File: src/rtl/keypad_pkg.sv
// Shared types and sizes for the scanned 4x4 keypad reader.
// No logic here; consumed by keypad_scan and its interface.
// No flow control; pure definitions.
package keypad_pkg;
  localparam int NUM_ROWS = 4;
  localparam int NUM_COLS = 4;
  localparam int KEY_W    = 4;

  // Key-qualification state machine.
  typedef enum logic [1:0] {
    IDLE,
    DEBOUNCE,
    HELD
  } state_e;

  // Outcome of one whole scan frame.
  typedef enum logic [1:0] {
    NONE,
    ONE,
    MULTI
  } frame_res_e;
endpackage

File: src/rtl/keypad_scan_if.sv
// Pin-side bundle of the keypad reader: column strobes, row sense, key events.
// Wires only, no latency.
// No backpressure; key events are single-cycle pulses plus a held level.
interface keypad_scan_if;
  import keypad_pkg::*;

  logic [NUM_COLS-1:0] o_col;
  logic [NUM_ROWS-1:0] i_row;
  logic [KEY_W-1:0]    o_key;
  logic                o_key_valid;
  logic                o_key_held;
  logic                o_key_release;

  // Keypad reader side.
  modport master (
    output o_col,
    output o_key,
    output o_key_valid,
    output o_key_held,
    output o_key_release,
    input  i_row
  );

  // Board pins / consumer side.
  modport slave (
    input  o_col,
    input  o_key,
    input  o_key_valid,
    input  o_key_held,
    input  o_key_release,
    output i_row
  );
endinterface

File: src/rtl/scan_tick_gen.sv
// Column dwell timer: counts SCAN_DIV cycles per column and walks the column index.
// tick_o is combinational from the count; col_idx_o advances on the tick edge.
// Free-running, no stall input.
module scan_tick_gen #(
  parameter int SCAN_DIV = 5000
) (
  input  logic       clk,
  input  logic       rst_n,
  output logic       tick_o,
  output logic [1:0] col_idx_o
);
  localparam int CNT_W = $clog2(SCAN_DIV);

  logic [CNT_W-1:0] cnt_q, cnt_d;
  logic [1:0]       col_q, col_d;

  assign tick_o    = (cnt_q == CNT_W'(SCAN_DIV - 1));
  assign col_idx_o = col_q;

  // Next dwell count and column; column index wraps 3 -> 0 naturally.
  always_comb begin
    cnt_d = tick_o ? '0 : cnt_q + CNT_W'(1);
    col_d = tick_o ? col_q + 2'd1 : col_q;
  end

  // Dwell counter and column index registers.
  always_ff @(posedge clk or negedge rst_n) begin
    if (!rst_n) begin
      cnt_q <= '0;
      col_q <= '0;
    end else begin
      cnt_q <= cnt_d;
      col_q <= col_d;
    end
  end
endmodule

File: src/rtl/keypad_scan.sv
// Scanned 4x4 keypad reader: strobes columns, qualifies one key over whole frames.
// Press/release reported one cycle after the qualifying frame-end edge.
// No backpressure; valid/release are fire-and-forget single-cycle pulses.
module keypad_scan
  import keypad_pkg::*;
#(
  parameter int SCAN_DIV       = 5000,
  parameter int DEBOUNCE_SCANS = 4
) (
  input  logic          clk,
  input  logic          rst_n,
  keypad_scan_if.master kp
);
  localparam logic [3:0] DS = 4'(DEBOUNCE_SCANS);

  logic       tick;
  logic [1:0] col_idx;

  scan_tick_gen #(.SCAN_DIV(SCAN_DIV)) u_tick (
    .clk       (clk),
    .rst_n     (rst_n),
    .tick_o    (tick),
    .col_idx_o (col_idx)
  );

  logic [NUM_ROWS-1:0] row_meta_q, row_sync_q;
  logic [NUM_COLS-1:0] col_drv_q;
  logic [1:0]          acc_hits_q;
  logic [KEY_W-1:0]    acc_code_q;
  state_e              state_q, state_d;
  logic [3:0]          cnt_q, cnt_d;
  logic [KEY_W-1:0]    cand_q, cand_d;
  logic [KEY_W-1:0]    key_q, key_d;
  logic                valid_q, valid_d;
  logic                held_q, held_d;
  logic                release_q, release_d;

  logic [1:0]       col_hits;
  logic [1:0]       row_idx;
  logic [2:0]       hit_sum;
  logic [1:0]       frame_hits;
  logic [KEY_W-1:0] frame_code;
  logic             frame_end;
  frame_res_e       frame_res;

  // Two-flop synchronizer on the asynchronous row inputs; idle rows read high.
  always_ff @(posedge clk or negedge rst_n) begin
    if (!rst_n) begin
      row_meta_q <= '1;
      row_sync_q <= '1;
    end else begin
      row_meta_q <= kp.i_row;
      row_sync_q <= row_meta_q;
    end
  end

  // Registered one-cold column drive, moved to the next column on each tick.
  always_ff @(posedge clk or negedge rst_n) begin
    if (!rst_n) col_drv_q <= 4'b1110;
    else if (tick) col_drv_q <= ~(4'b0001 << (col_idx + 2'd1));
  end

  // Hits in the current column (saturating at 2) and the lowest low row.
  always_comb begin
    col_hits = '0;
    row_idx  = '0;
    for (int r = NUM_ROWS - 1; r >= 0; r--) begin
      if (!row_sync_q[r]) begin
        row_idx = 2'(r);
        if (col_hits != 2'd2) col_hits = col_hits + 2'd1;
      end
    end
  end

  // Fold this column into the running frame total; the first hit fixes the code.
  always_comb begin
    hit_sum    = {1'b0, acc_hits_q} + {1'b0, col_hits};
    frame_hits = (hit_sum >= 3'd2) ? 2'd2 : hit_sum[1:0];
    frame_code = (acc_hits_q == 2'd0) ? {row_idx, col_idx} : acc_code_q;
    frame_end  = tick && (col_idx == 2'd3);
    frame_res  = (frame_hits == 2'd0) ? NONE : ((frame_hits == 2'd1) ? ONE : MULTI);
  end

  // Frame accumulator: updated on every sample, cleared as the FSM consumes it.
  always_ff @(posedge clk or negedge rst_n) begin
    if (!rst_n) begin
      acc_hits_q <= '0;
      acc_code_q <= '0;
    end else if (frame_end) begin
      acc_hits_q <= '0;
      acc_code_q <= '0;
    end else if (tick) begin
      acc_hits_q <= frame_hits;
      acc_code_q <= frame_code;
    end
  end

  // Qualification FSM, evaluated only when a frame completes.
  always_comb begin
    state_d   = state_q;
    cnt_d     = cnt_q;
    cand_d    = cand_q;
    key_d     = key_q;
    held_d    = held_q;
    valid_d   = 1'b0;
    release_d = 1'b0;
    if (frame_end) begin
      case (state_q)
        IDLE: begin
          if (frame_res == ONE) begin
            cand_d = frame_code;
            if (DS == 4'd1) begin
              key_d   = frame_code;
              valid_d = 1'b1;
              held_d  = 1'b1;
              cnt_d   = '0;
              state_d = HELD;
            end else begin
              cnt_d   = 4'd1;
              state_d = DEBOUNCE;
            end
          end
        end
        DEBOUNCE: begin
          if (frame_res == ONE && frame_code == cand_q) begin
            if (cnt_q + 4'd1 == DS) begin
              key_d   = cand_q;
              valid_d = 1'b1;
              held_d  = 1'b1;
              cnt_d   = '0;
              state_d = HELD;
            end else begin
              cnt_d = cnt_q + 4'd1;
            end
          end else begin
            cnt_d   = '0;
            state_d = IDLE;
          end
        end
        HELD: begin
          if (frame_res == NONE) begin
            if (cnt_q + 4'd1 == DS) begin
              release_d = 1'b1;
              held_d    = 1'b0;
              cnt_d     = '0;
              state_d   = IDLE;
            end else begin
              cnt_d = cnt_q + 4'd1;
            end
          end else begin
            cnt_d = '0;
          end
        end
        default: begin
          cnt_d   = '0;
          state_d = IDLE;
        end
      endcase
    end
  end

  // FSM state and registered key outputs.
  always_ff @(posedge clk or negedge rst_n) begin
    if (!rst_n) begin
      state_q   <= IDLE;
      cnt_q     <= '0;
      cand_q    <= '0;
      key_q     <= '0;
      valid_q   <= 1'b0;
      held_q    <= 1'b0;
      release_q <= 1'b0;
    end else begin
      state_q   <= state_d;
      cnt_q     <= cnt_d;
      cand_q    <= cand_d;
      key_q     <= key_d;
      valid_q   <= valid_d;
      held_q    <= held_d;
      release_q <= release_d;
    end
  end

  assign kp.o_col         = col_drv_q;
  assign kp.o_key         = key_q;
  assign kp.o_key_valid   = valid_q;
  assign kp.o_key_held    = held_q;
  assign kp.o_key_release = release_q;
endmodule

File: src/flat_wrapper.sv
// flat-port wrapper written by rule: the top's interface ports become plain ports
module keypad_scan_flat import keypad_pkg::*;
#(
  parameter int SCAN_DIV       = 5000,
  parameter int DEBOUNCE_SCANS = 4
)
  (clk, rst_n, kp_o_col, kp_o_key, kp_o_key_valid, kp_o_key_held, kp_o_key_release, kp_i_row);
  keypad_scan_if kp_i ();
  input  logic clk;
  input  logic rst_n;
  output wire logic [$bits(kp_i.o_col)-1:0] kp_o_col;
  output wire logic [$bits(kp_i.o_key)-1:0] kp_o_key;
  output wire logic [$bits(kp_i.o_key_valid)-1:0] kp_o_key_valid;
  output wire logic [$bits(kp_i.o_key_held)-1:0] kp_o_key_held;
  output wire logic [$bits(kp_i.o_key_release)-1:0] kp_o_key_release;
  input wire logic [$bits(kp_i.i_row)-1:0] kp_i_row;
  assign kp_o_col = kp_i.o_col;
  assign kp_o_key = kp_i.o_key;
  assign kp_o_key_valid = kp_i.o_key_valid;
  assign kp_o_key_held = kp_i.o_key_held;
  assign kp_o_key_release = kp_i.o_key_release;
  assign kp_i.i_row = kp_i_row;
  keypad_scan #(.SCAN_DIV(SCAN_DIV), .DEBOUNCE_SCANS(DEBOUNCE_SCANS)) u_core (.clk(clk), .rst_n(rst_n), .kp(kp_i));
endmodule
File: config.mk
export PLATFORM = sky130hd
export DESIGN_NAME = keypad_scan_flat
export DESIGN_NICKNAME = d
export VERILOG_FILES = /design/src/rtl/keypad_pkg.sv /design/src/rtl/keypad_scan_if.sv /design/src/rtl/scan_tick_gen.sv /design/src/rtl/keypad_scan.sv /design/src/flat_wrapper.sv
export SDC_FILE = /design/constraint.sdc
export NUM_CORES = 1
export LEC_CHECK = 0
export BUFFER_PORTS_ARGS = -buffer_cell sky130_fd_sc_hd__clkbuf_2
export CORE_MARGIN = 4
export CORE_UTILIZATION = 45
export DETAILED_ROUTE_END_ITERATION = 8
export SLEW_MARGIN = 25
export SYNTH_ARGS = -nofsm -noshare
export SYNTH_HDL_FRONTEND = slang
export SYNTH_SLANG_ARGS = --single-unit
File: constraint.sdc
create_clock -name clk -period 5.05 [get_ports clk]
set_input_delay 1.2625 -clock clk [delete_from_list [all_inputs] [get_ports clk]]
set_output_delay 1.2625 -clock clk [all_outputs]
set_load 0.03 [all_outputs]
==> summary.md <==
| Metric | Value |
|---|---|
| Run status | `finished, final reports clean` |
| Register area | `approximately 0.0013 mm²` |
| Yosys cell types | `48` |
| Port Buffer Count | `16` |
| CORE AREA | `roughly 0.0055 mm²` |
| Ys async rst share | `100%` |
| Static Leak | `between 0.001 and 0.0015 µW` |
| Die Footprint | `0.00698 mm²` |
| Critical path buffers and inverters | `2` |
| # setup viols final | `0` |
| Placer congestion estimate | `0.769` |
| Root Driver | `clkbuf_8` |
| Detailed Route WL | `around 4.4 mm` |
| Delay of the slowest critical-path stage | `roughly 0.57 ns` |
| Max-cap violations | `0` |
| CTS max path bufs | `2` |
| Most common cell in the netlist | `dfrtp_1` |
| Worst setup path startpoint | `u_core.row_sync_q[2]` |
| Fmax | `0.254 GHz` |
| Sw frac | `between 20% and 30%` |
| CTS Buf Count | `5` |
| Design Power | `741 µW` |
| R2R depth | `14` |
| Post-CTS Resized | `0` |
| Fillers | `501` |
| Critical Path AT | `between 4 and 5 ns` |
| CP startpoint kind | `register` |
| Setup Crit Path Kind | `reg -> reg` |
| Internal Pwr Total | `about 600 µW` |
| Antenna Violating Nets Remaining | `0` |
| Simple-Gate Fraction of Synth Area | `16.9%` |
| Layout area overhead | `11.3%` |
| Final non-filler cell total | `331` |
| Layout cells sized above 1 | `around 20%` |
| Vias after detailed routing | `1691` |
| CTS clk-pin slew, worst paths | `around 0.090 ns` |
| Critical Path RT | `5.24 ns` |
| DR WL/cell | `13.3 µm` |
| Sequential share of the synthesized area | `about half` |
| Multi-input logic area | `between 0.001 and 0.0015 mm²` |
| Row count | `27` |
| Largest area contributor in the netlist | `dfrtp_1` |
| Final period utilization | `about four fifths` |
| VDD IR max | `between 0.1 and 0.15 mV` |
| Remaining Overflow, GRT | `0` |
| Vias in the first global route | `about 1800` |
| TNS Setup | `0 ns` |
| Drt drc | `0` |
| Skew-Pair Late Insertion Delay | `about 0.3 ns` |
| Clock Sink Count | `50` |
| Mapped Nets | `263` |
| Hold Crit Endpoint | `u_core.row_sync_q[0]` |
| Post-synthesis adder-cell area fraction | `roughly 9.1%` |
| Post-synthesis xor/xnor area fraction | `between 4 and 5%` |
| Mux share of post-synthesis cell area | `about 5.5%` |
| Yosys Warn Count | `0` |
| Sw Pwr | `153 µW` |
| Main synth FF type | `dfrtp_1` |
| H-tree level count | `2` |
| Die height | `83.5 µm` |
| Final Critical Period | `between 3 and 4 ns` |
| Slew HR | `56.9%` |
| First-pass GRT wire length | `8.15 mm` |
| Cell Chain, Critical Path | `inv_1 > ha_1 > mux2i_1 > ha_1 > nor2_1 > a21oi_1 > ha_1 > inv_1 > fa_1 > nand3_1 > a221o_1 > nor4_4 > nor3b_4 > mux2_2` |
| Post-CTS Setup Bufs | `0` |
| Final HPWL DP | `3.22 mm` |
| HP Class | `reg -> reg` |
| Sequential fraction of design power | `55.1%` |
| Largest family of logic cells by synthesized area | `simple AND/OR/NAND/NOR gates` |
| Dominant cells by area after synthesis | `dfrtp_1, dfstp_2, ha_1, mux2_2, nand2_1` |
| CP Max Fanout | `7` |
| Antenna Diode Count | `0` |
| Logic gate share of total power | `4.2%` |
| Initial core utilization | `46.6%` |
| Initial antenna violation count | `0` |
| CP Capture Type | `register` |
| DR iter-0 viols | `between 40 and 50` |
| Final instance area | `0.00286 mm²` |
| Post-CTS Hold Fix Bufs | `0` |
| Io pins | `17` |
| #FFs+latches synth | `50` |
| Total track usage | `14.2%` |
| RSZ-0062 raised after global routing | `no` |
| TritonCTS clock tree | `yes` |
| Most frequent cell on the critical path | `ha_1` |
| Dpl ws | `roughly 1.1 ns` |
| Reg-to-reg endpoint | `u_core.kp.o_key[0]` |
| Worst slew pin tran | `0.646 ns` |
| Pwr dens | `roughly 260 mW/mm²` |
| Chip width | `between 80 and 90 µm` |
| Hold Vio Cnt, Final | `0` |
| Vias per cell | `about 5.1` |
| Share of the synthesized area in the top cell type | `between 30% and 40%` |
| CP delay by family, top | `adder cells` |
| EDFF count, synth | `0` |
| Hold depth | `0` |
| NumNets Final | `~280` |
| R2R Setup Slk | `around 1.1 ns` |
| Clock power frac | `between 40% and 50%` |
| First drt pass iteration count | `4` |
| Mapped Cells | `roughly 240` |
| Average size of a mapped cell | `around 11 µm²` |
| Placed insts | `~320` |
| Post-synth top cells | `dfrtp_1, nand2_1, ha_1, inv_1, o21ai_0` |
| Worst Hold Launch | `u_core.row_meta_q[0]` |
| DP Area | `between 0.002 and 0.003 mm²` |
| Synth Cell Area | `between 0.002 and 0.003 mm²` |
| Crit-path slowest cell | `dfstp_2` |
| RR Startpoint | `u_core.row_sync_q[2]` |
| Setup Skew | `0.00520 ns` |
| Setup WS post-layout | `1.11 ns` |
| Largest net degree at the start of global routing | `slightly above 50` |
| Post-synthesis compound-gate area fraction | `between 10% and 20%` |
| Slew Limit Fails | `0` |
[state kept, by name, indices dropped and copies added (netlist names), 4 cells and up]
| signal | count |
|---|---|
| u_core.row_sync_q | 4 |
| u_core.cnt_q | 4 |
| u_core.acc_code_q | 4 |
| u_core.row_meta_q | 4 |
| u_core.kp.o_col | 4 |
| u_core.kp.o_key | 4 |
| u_core.u_tick.cnt_q | 13 |
| u_core.cand_q | 4 |
[per-layer routing]
metal	vias to the layer above	track usage, %	share of wire (%)
met2	24	23.5	45
met3	7	2.96	3.4
met5	-	0	0
met1	787	19.0	51
li1	873	-	-
met4	0	3.51	1.2
[power groups by stage]
stage               clock [µW]  sequential (µW)  combinational, µW
floorplan                    0              415               17.5
global placement             0              416               30.8
detailed placement           0              416               31.6
CTS                        316              408               31.8
global route               333              409               36.8
finish                     302              408               30.9
[worst max path at each step]
stage	cells after the start	slack, ns	end
floorplan	14	1.43	u_core.kp.o_key[0]
global placement	14	1.24	u_core.kp.o_key[1]
detailed placement	14	1.10	u_core.kp.o_key[0]
CTS	14	1.08	u_core.kp.o_key[0]
global route	14	0.82	u_core.kp.o_key[0]
finish	14	1.11	u_core.kp.o_key[0]
[stage by stage]
stage | utilization [%] | hold WS, ns
after floorplan | - | 0.345
after global placement | 49.5 | 0.346
after detailed placement | 49.5 | 0.347
after CTS | 51.9 | 0.360
after global routing | 51.9 | 0.364
final | 51.9 | 0.359
[cell type report]
cell class	count	share of cell area, %
clock buffers	8	4.64
inverters	16	2.10
multi-input cells	168	42.8
flip-flops and latches	50	44.3
well taps	72	3.15
repair buffers	17	3.06
[kinds of logic after synthesis]
family / after synthesis
buffers and inverters: 21
adders and majority gates: 18
muxes: 13
DFF: 50
xor gates and xnor gates: 14
AOI/OAI and AO/OA: 44
and+or+nand+nor: 79
[placed cells by master (no fill, tap or decap), drive strengths merged, types with 4 or more instances in the layout]
cell	instances
mux2	8
nand3	13
xnor2	7
and3	4
mux2i	5
inv	16
nor2	13
dfrtp	39
nand2	21
dfstp	11
nor3	5
xor2	7
o31ai	6
clkbuf	24
o21ai	16
ha	17
o211ai	4
(Power assumes the default switching activity.)
